===== config.mk =====
export PLATFORM = sky130hd
export DESIGN_NAME = mcpu_mem_arbiter
export DESIGN_NICKNAME = d
export VERILOG_FILES = /design/src/rtl/mcpu_pkg.sv /design/src/rtl/mcpu_mem_arbiter.sv
export SDC_FILE = /design/constraint.sdc
export NUM_CORES = 1
export LEC_CHECK = 0
export ABC_AREA = 1
export BUFFER_PORTS_ARGS = -buffer_cell sky130_fd_sc_hd__buf_2
export CORE_UTILIZATION = 36
export CTS_BUF_LIST = sky130_fd_sc_hd__clkbuf_8
export CTS_CLUSTER_DIAMETER = 120
export DETAILED_ROUTE_END_ITERATION = 10
export GPL_TIMING_DRIVEN = 0
export MAX_ROUTING_LAYER = met4
export PLACE_DENSITY = 0.88
export SYNTH_ARGS = -nofsm -noshare
export SYNTH_HDL_FRONTEND = slang
export SYNTH_SLANG_ARGS = --single-unit

===== constraint.sdc =====
create_clock -name clk -period 4.8 [get_ports clk]
set_input_delay 0.96 -clock clk [delete_from_list [all_inputs] [get_ports clk]]
set_output_delay 0.96 -clock clk [all_outputs]
set_load 0.05 [all_outputs]

===== src/rtl/mcpu_pkg.sv =====
// mcpu_pkg: MCPU-wide word/address sizes and the memory arbiter state encoding
package mcpu_pkg;
  localparam int WORD_SIZE = 16;
  localparam int ADDR_SIZE = 8;
  typedef enum logic [1:0] {IDLE, WAIT_IF, WAIT_DM} arb_state_e;
endpackage


===== src/rtl/mcpu_mem_arbiter.sv =====
// mcpu_mem_arbiter: single-port RAM arbiter between instruction fetch and load/store with IF anti-starvation
module mcpu_mem_arbiter #(
  parameter int WORD_SIZE    = mcpu_pkg::WORD_SIZE,
  parameter int ADDR_SIZE    = mcpu_pkg::ADDR_SIZE,
  parameter int STARVE_LIMIT = 4
) (
  input  logic                 clk,
  input  logic                 reset,
  input  logic                 if_req,
  input  logic [ADDR_SIZE-1:0] if_addr,
  output logic                 if_gnt,
  output logic                 if_rvalid,
  output logic [WORD_SIZE-1:0] if_rdata,
  input  logic                 dm_req,
  input  logic                 dm_we,
  input  logic [ADDR_SIZE-1:0] dm_addr,
  input  logic [WORD_SIZE-1:0] dm_wdata,
  output logic                 dm_gnt,
  output logic                 dm_rvalid,
  output logic [WORD_SIZE-1:0] dm_rdata,
  output logic [ADDR_SIZE-1:0] ram_addr,
  output logic                 ram_we,
  output logic [WORD_SIZE-1:0] ram_wdata,
  input  logic [WORD_SIZE-1:0] ram_rdata
);
  import mcpu_pkg::*;
  arb_state_e state;
  logic [3:0] starve_cnt;
  logic       idle, starved;
  always_comb begin
    idle      = !reset && state == IDLE;
    starved   = starve_cnt == 4'(STARVE_LIMIT);
    if_gnt    = idle && if_req && (!dm_req || starved);
    dm_gnt    = idle && dm_req && !if_gnt;
    ram_we    = dm_gnt && dm_we;
    ram_addr  = reset ? '0 : dm_gnt ? dm_addr : if_addr;
    ram_wdata = ram_we ? dm_wdata : '0;
    if_rvalid = !reset && state == WAIT_IF;
    dm_rvalid = !reset && state == WAIT_DM;
    if_rdata  = ram_rdata;
    dm_rdata  = ram_rdata;
  end
  // in IDLE with if_req high and no if_gnt, DM necessarily took the slot
  always_ff @(posedge clk) begin
    if (reset) begin
      state      <= IDLE;
      starve_cnt <= '0;
    end else if (state == IDLE) begin
      state      <= if_gnt ? WAIT_IF : (dm_gnt && !dm_we) ? WAIT_DM : IDLE;
      starve_cnt <= (if_gnt || !if_req) ? '0 : starved ? starve_cnt : starve_cnt + 4'd1;
    end else begin
      state <= IDLE;
    end
  end
endmodule


======== Word level (Yosys, flattened, before mapping) ========
Index checks and enable logic that the tools add are counted.
cells by class
  $add $sub $neg .......................... 1
  equality and inequality tests ........... 4
  multiplexer cells ....................... 7
  bitwise gates (word level) .............. 1
  reductions and logical operators ........ 20
operator list
  cell                   count
  $mux W16               1
  $mux W8                2
  $logic_and A1 B1 Y1    9
  $mux W4                2
  $logic_not A1 Y1       5
  $add A4 B1 Y4 const B  1
  $eq A4 B3 Y1 const B   1
  $reduce_or A3 Y1       1
  $eq A2 B1 Y1 const B   1
  $eq A2 B2 Y1 const B   1
  $logic_not A2 Y1       1
  $logic_or A1 B1 Y1     2
  $mux W2                1
  $ne A2 B1 Y1 const B   1
  $reduce_and A2 Y1      1
  $reduce_or A2 Y1       1
  $mux W1                1
  $not A1 Y1             1
storage, ports and cells
  flip-flop bits (word level) ............. 6
  input port bits ......................... 53
  output and inout bits ................... 61
  word-level logic and storage cells ...... 36

======== Logic depth before layout (Yosys ltp) ========
Gate-level depths: netlist of run 1.
  depth in word-level cells ............... 9
  mapped depth ............................ 10
  depth with buffers taken out ............ 10

======== Worst setup path after synthesis of run 1 ========
No wires, ideal clock.
  kind .................................... in2out
  from .................................... input reset
  to ...................................... output ram_wdata[0]
  arrival time ............................ 2,254 ps
  required time ........................... 3,840 ps
  path slack .............................. 1,586 ps
  cell stages on the path ................. 7
  path buffers ............................ 0
  path through ............................ inv_1 nand2_4 nor2_2 nand2_4 inv_8 nand2_8 nor2_1
between the ends
  cells in the longest elaborated chain, start to end .. 8
  elaborated cells on any way between the ends .. 9
  those cells by class .................... mux: 1; reduce/logical: 8
ends and longest elaborated chain
  element                           RTL line                text
  start, declared                   mcpu_mem_arbiter.sv:8   input logic reset,
  $logic_not A1 Y1 *                mcpu_mem_arbiter.sv:31  idle = !reset && state == IDLE;
  $logic_and A1 B1 Y1 *             mcpu_mem_arbiter.sv:31
  $logic_and A1 B1 Y1 (2 in a row)  mcpu_mem_arbiter.sv:33  if_gnt = idle && if_req && (!dm_req || starved);
  $logic_not A1 Y1                  mcpu_mem_arbiter.sv:34  dm_gnt = idle && dm_req && !if_gnt;
  $logic_and A1 B1 Y1 *             mcpu_mem_arbiter.sv:34
  named net dm_gnt                  mcpu_mem_arbiter.sv:18  output logic dm_gnt,
  $logic_and A1 B1 Y1 *             mcpu_mem_arbiter.sv:35  ram_we = dm_gnt && dm_we;
  $mux W16 *                        mcpu_mem_arbiter.sv:37  ram_wdata = ram_we ? dm_wdata : '0;
  end, declared                     mcpu_mem_arbiter.sv:23  output logic [WORD_SIZE-1:0] ram_wdata,
The timed path passes the listed nets; every way through them passes the cells marked *.

======== Final worst setup path of run 1 ========
  from .................................... input reset
  to ...................................... output ram_wdata[7]
between the ends
  cells in the longest elaborated chain, start to end .. 8
  elaborated cells on any way between the ends .. 9
  those cells by class .................... mux: 1; reduce/logical: 8
ends and longest elaborated chain
  element                           RTL line
  $logic_not A1 Y1 *                mcpu_mem_arbiter.sv:31
  $logic_and A1 B1 Y1 *             mcpu_mem_arbiter.sv:31
  $logic_and A1 B1 Y1 (2 in a row)  mcpu_mem_arbiter.sv:33
  $logic_not A1 Y1                  mcpu_mem_arbiter.sv:34
  $logic_and A1 B1 Y1 *             mcpu_mem_arbiter.sv:34
  $logic_and A1 B1 Y1 *             mcpu_mem_arbiter.sv:35
  $mux W16 *                        mcpu_mem_arbiter.sv:37
Every way passes the cells marked *; elsewhere a longest branch is shown, timed or not.

==> reports/qor.yml, run 1 <==
status:
  outcome: "completed"
yosys:
  synth-seq-cells: 6
  synth.top_cell.area_share_pct: 25.9
  synthTopCellsByArea: "buf_4 26%, dfxtp_1 13%, inv_1 11%, nand2_1 9.3%, nand3_1 8.1%"
  ys_types: 21
  syn_area_um2: 928
  postSynthAreaPerCell_um2: 6.27
  yosysTopAreaCell: "buf_4"
  synth_nets: 203
  postSynthCellCount: 148
  synth_seq_area_share_pct: 12.9
  synth_warnings: 0
worst_setup_path:
  start_kind: "primary input"
  crit_slowest_cell: "buf_2"
  reg2reg_from: "starve_cnt[0]$_SDFFE_PP0P_"
  cp_cell_sequence: "buf_2 > inv_1 > nand2_4 > nor2_2 > nand2_2 > nand2_4 > inv_8 > nand2_8 > buf_12 > nor2_2 > buf_2"
  crit_required_ns: 3.84
  slowest_delay_ns: 0.26
  worst-setup-path-type: "primary input to output pin"
  arrival_ns: 2.22
  crit_path_end_kind: "output pin"
  crit_fanout: 10
  startpoint: "reset"
detailed_routing:
  avgRoutedWirePerCell_um: 8.60
  ant_nets: 0
  vias: 1140
  via_per_inst: 4.10
  first_pass_iters: 4
  dr.first_iter.drc_count: 15
  routed_wl_um: 2390
  drc: 0
floorplanning:
  fp-row-count: 18
  fp.dieW_um: 52.8
  dieArea_um2: 2790
  dieHeight_um: 52.8
  start_util_pct: 37.8
  pin_count: 114
  core_um2: 2450
cts:
  cts_sinks: 6
  clock_latency_ns: 0.22
  clockBufferDepth: 2
  cts_tree: "built"
  path_clk_slew_ns: 0.04
  cts_root_buf: "clkbuf_8"
  hold_buffers: 0
  cts_made_buffers: 3
  htree_levels: 1
  post_cts_resized: 0
  postCtsSetupBuffers: 0
place:
  gp_congestion: 0.769
  dpl.hpwl_um: 2090
  io_buffers: 97
  dpl_worst_slack_ns: 1.62
  placed_cells: 275
cells_and_area:
  finalNonFillerCells: 278
  areaGrowthSynthToFinish_pct: 60.8
  drive_gt1_share_pct: 60.9
  fillers: 233
  insertedDiodeCount: 0
  final_nets: 305
global_route:
  grt_pass1_wl_um: 3660
  grt_max_degree: 11
  grt_pass1_vias: 951
  grt.overflow.total: 0
  antenna_found_initial: 0
  track_usage_pct: 17.9
timing:
  tightest_slew_ns: 0.402
  period_share_pct: 66.3
  hold_ws_ns: 0.480
  report.final.slew_viol_count: 0
  rsz0062_at_grt: "no"
  hold_viol_final: 0
  setup_tns_ns: 0
  finalClockSkew_ns: 0.00399
  max-slew-margin-rel_pct: 73.2
  max_freq_mhz: 314
  worst_slack_ns: 1.62
  post-route-min-period_ns: 3.18
  setup_viol: 0
pwr:
  leakage_nw: 1.02
  peakVddDrop_uv: 145
  power.density_nw_per_um2: 211
min_path:
  min_path_type: "flop to flop"
  min_from: "starve_cnt[3]$_SDFFE_PP0P_"
job:
  maxCapViolations: 0
==> cells in the mapped netlist, drive strengths merged <==
cell type,n
ha,2
nor3,1
clkbuf,1
o21ai,1
a21oi,3
nand2,27
nand3,15
nand4,2
inv,29
dfxtp,6
buf,33
nor2,26
xor2,2
==> placed cells by master (no fill, tap or decap) <==
master / instances
nand4_1: 2
inv_8: 1
inv_2: 1
o21ai_0: 1
nand2_8: 1
clkbuf_1: 1
inv_1: 27
nor2_1: 14
nor2_2: 10
nand3_1: 15
buf_12: 1
xor2_1: 2
nand2_4: 2
nor2_4: 2
buf_4: 32
nand2_2: 1
ha_1: 2
clkbuf_8: 3
a21oi_1: 3
buf_2: 97
nand2_1: 23
nor3_1: 1
dfxtp_1: 6
==> where the power goes <==
group	switching, mW	internal, mW	total (mW)
logic	0.128	0.0566	0.185
clock network	0.0213	0.0538	0.0751
registers	0.00287	0.0525	0.0554
total	0.152	0.163	0.315
==> layout make-up <==
class | count | area [um2] | area share, %
tap | 30 | 37.5 | 2.51
multi-input combinational | 79 | 428 | 28.7
buffer | 34 | 264 | 17.7
timing repair buffer | 97 | 485 | 32.5
clock buffer | 3 | 41.3 | 2.77
sequential | 6 | 120 | 8.05
inverter | 29 | 116 | 7.80
==> worst max-delay path: cells and delay by family <==
family	cells	cell delay (ns)
AND/OR/NAND/NOR	6	0.52
buffers and inverters	5	0.74
==> final timing paths <==
| path | depth (start not counted) | slack, ns | to |
|---|---|---|---|
| worst min-delay path | 2 | 0.48 | starve_cnt[3]$_SDFFE_PP0P_ |
| worst min register to register | 2 | 0.48 | starve_cnt[3]$_SDFFE_PP0P_ |
| worst max register to register | 10 | 3.22 | starve_cnt[1]$_SDFFE_PP0P_ |
| worst max-delay path | 11 | 1.62 | ram_wdata[7] |
==> flip-flops by register name, summed over array words and instances (netlist names) <==
name / cells
starve_cnt: 4
state: 2
==> metrics by stage <==
stage,total power [mW],util (%),area [um2]
after CTS,0.317,60.8,1490
after global placement,0.240,59.1,1450
after global routing,0.333,60.8,1490
final,0.315,60.8,1490
after detailed placement,0.241,59.1,1450
after floorplan,0.200,-,928
==> metal layers <==
metal  global-route usage, %  vias up  part of all wire [%]
met5                       -        -                     0
met4                    5.26        0                   1.0
met3                    2.61        5                   6.8
met2                    31.9       53                    52
met1                    20.6      471                    40
li1                        -      611                     -
==> cell families after synthesis <==
| kind of cell | count (synthesis) | synth area share (%) |
|---|---|---|
| AOI/OAI and AO/OA | 4 | 2.16 |
| xor gates and xnor gates | 2 | 1.89 |
| and+or+nand+nor | 71 | 39.4 |
| adders and majority gates | 2 | 2.69 |
| DFF | 6 | 12.9 |
| buffers and inverters | 63 | 41.0 |
(Power assumes the default switching activity.)
==> run 2: changes to the inputs <==
- CORE_UTILIZATION: 36 -> 30
- PLACE_DENSITY: 0.88 -> 0.78
- clock period: 4.8 -> 2.6 ns (I/O delays scaled with it)
==> reports/qor.yml, run 2 (same netlist as run 1, synthesis figures left out) <==
status:
  outcome: "finished with violations"
  failed_checks: "design-rule violations"
floorplanning:
  start_util_pct: 32.5  # -5.3 points
  core_um2: 2850  # +16%
  fp-row-count: 19  # +1
  dieHeight_um: 57.6  # +9.2%
  dieArea_um2: 3320  # +19%
  fp.dieW_um: 57.6  # +9.2%
  pin_count: 114  # unchanged
worst_setup_path:
  cp_cell_sequence: "inv_1 > ha_1 > nand3_1 > nand2_1 > nand2_4 > nand2_4 > inv_8 > nand2_8 > buf_12 > nor2_2 > buf_4"
  start_kind: "flop"
  crit_path_end_kind: "output pin"
  crit_slowest_cell: "dfxtp_1"
  cp_top_family: "simple AND/OR/NAND/NOR gates"
  crit_required_ns: 2.08  # -1.76 ns
  worst-setup-path-type: "flop to output pin"
  critPathBufInv: 4  # -1
  crit_fanout: 10  # unchanged
  arrival_ns: 1.95  # -0.27 ns
  slowest_delay_ns: 0.37  # +0.11 ns
  crit_top_cell: "nand2_4"
cts:
  path_clk_slew_ns: 0.04  # about the same
  cts_sinks: 6  # unchanged
  clockBufferDepth: 2  # unchanged
  hold_buffers: 0  # unchanged
  cts_tree: "built"
  cts_root_buf: "clkbuf_8"
  clock_latency_ns: 0.22  # about the same
  htree_levels: 1  # unchanged
  postCtsSetupBuffers: 0  # unchanged
  cts_made_buffers: 3  # unchanged
place:
  dpl_worst_slack_ns: 0.253  # -1.37 ns
  io_buffers: 97  # unchanged
  dpl.hpwl_um: 2000  # -3.9%
  gp_congestion: 0.789  # +2.7%
timing:
  rsz0062_at_grt: "no"
  period_share_pct: 95.0
  finalClockSkew_ns: 0.00176  # -0.00223 ns
  setup_viol: 0  # unchanged
  tightest_slew_ns: 0.473  # +0.0708 ns
  hold_viol_final: 0  # unchanged
  post-route-min-period_ns: 2.47
  report.final.slew_viol_count: 0  # unchanged
  max_freq_mhz: 405
  worst_slack_ns: 0.130  # -1.49 ns
  max-slew-margin-rel_pct: 68.5  # -4.7 points
  setup_tns_ns: 0  # unchanged
global_route:
  antenna_found_initial: 0  # unchanged
  grt_pass1_vias: 935  # -1.7%
  grt.overflow.total: 0  # unchanged
  grt_max_degree: 11  # unchanged
  grt_pass1_wl_um: 3520  # -3.9%
  track_usage_pct: 13.6  # -4.3 points
pwr:
  sw_frac_of_total_pct: 48.0  # -0.32 points
  peakVddDrop_uv: 141  # -3.0%
  leakage_nw: 1.03  # +0.97%
  internal_power_mw: 0.305  # +87%
  switching_power_mw: 0.282  # +85%
  p_clk_share_pct: 23.7  # about the same
  p_seq_share_pct: 17.4  # -0.2 points
  p_total_mw: 0.587  # +86%
  combPwrFrac_pct: 58.9  # +0.3 points
  power.density_nw_per_um2: 380  # +80%
cells_and_area:
  top_register: "starve_cnt"
  insertedDiodeCount: 0  # unchanged
  final_common_cell: "buf_2"
  largest_reg_flops: 4  # unchanged
  reg.largest.list: "starve_cnt (4), state (2)"
  final_cell_mix: "87 x buf_2, 36 x buf_4, 27 x inv_1"
  post-route-util_pct: 54.1  # -6.7 points
  final_nets: 305  # unchanged
  areaGrowthSynthToFinish_pct: 66.3
  drive_gt1_share_pct: 61.3  # +0.40 points
  seq_area_um2: 121  # +1.0%
  multiInputGateArea_um2: 433  # +1.2%
  fillers: 293  # +26%
detailed_routing:
  first_pass_iters: 7  # +3
  dr.first_iter.drc_count: 18  # +3
  via_per_inst: 4.09  # -0.36%
  avgRoutedWirePerCell_um: 8.37  # -2.6%
  routed_wl_um: 2340  # -2.3%
  vias: 1140  # unchanged
  ant_nets: 0  # unchanged
  drc: 4  # +4
job:
  maxCapViolations: 0  # unchanged
min_path:
  min_path_type: "flop to flop"
==> run 2: changes by cell type in the layout (fill, tap and decap cells not counted), sizes merged <==
cell	delta
clkbuf	+1
buf	-1
==> run 2: cell type report <==
cell class / instances / share of cell area [%]
Timing Repair Buffer: 97 / 34.3
Multi-Input combinational cell: 79 / 28.0
Buffer: 34 / 17.1
Sequential cell: 6 / 7.86
Inverter: 29 / 7.54
Clock buffer: 3 / 2.67
Tap cell: 31 / 2.51
==> run 2: worst paths after layout <==
path / start / to / slack, ns / cells after the start
setup / recovery: starve_cnt[1]$_SDFFE_PP0P_ / ram_wdata[7] / 0.13 / 11
hold / removal: starve_cnt[3]$_SDFFE_PP0P_ / starve_cnt[3]$_SDFFE_PP0P_ / 0.48 / 2
setup reg to reg: starve_cnt[1]$_SDFFE_PP0P_ / starve_cnt[1]$_SDFFE_PP0P_ / 1.09 / 10
hold reg to reg: starve_cnt[3]$_SDFFE_PP0P_ / starve_cnt[3]$_SDFFE_PP0P_ / 0.48 / 2
==> run 2: what timing repair did <==
item                                    4_1_cts  5_1_grt
endpoints found under the hold margin         0        0
resized for setup                             0       26
endpoints found under the setup margin        0       15
==> run 2: layer usage <==
metal / track usage, % / share of wire (%)
met3: 1.34 / 8.8
met2: 23.9 / 50
met4: 5.23 / 0.60
met5: - / 0
met1: 16.0 / 40
==> run 2: metrics by stage <==
| step | cells | hold slack (ns) | area (um2) |
|---|---|---|---|
| 2_1_floorplan | 148 | 0.448 | 928 |
| 3_3_place_gp | 276 | 0.465 | 1450 |
| 3_5_place_dp | 276 | 0.476 | 1450 |
| 4_1_cts | 279 | 0.482 | 1490 |
| 5_1_grt | 279 | 0.510 | 1540 |
| 6_report | 279 | 0.477 | 1540 |
==> run 2: worst register-to-register path, stage by stage (launching register included) <==
cell	delay (ns)
dfxtp_1	0.37
inv_1	0.06
ha_1	0.17
nand3_1	0.14
nand2_1	0.13
nand2_4	0.12
nand3_1	0.12
nand2_1	0.10
inv_1	0.05
nor2_1	0.09
nor2_1	0.05
==> run 2: power groups by stage <==
stage | registers, mW | clock network (mW) | logic [mW]
6_report | 0.102 | 0.139 | 0.346
5_1_grt | 0.103 | 0.152 | 0.366
4_1_cts | 0.102 | 0.145 | 0.343
3_5_place_dp | 0.103 | 0 | 0.342
3_3_place_gp | 0.103 | 0 | 0.340
2_1_floorplan | 0.102 | 0 | 0.267
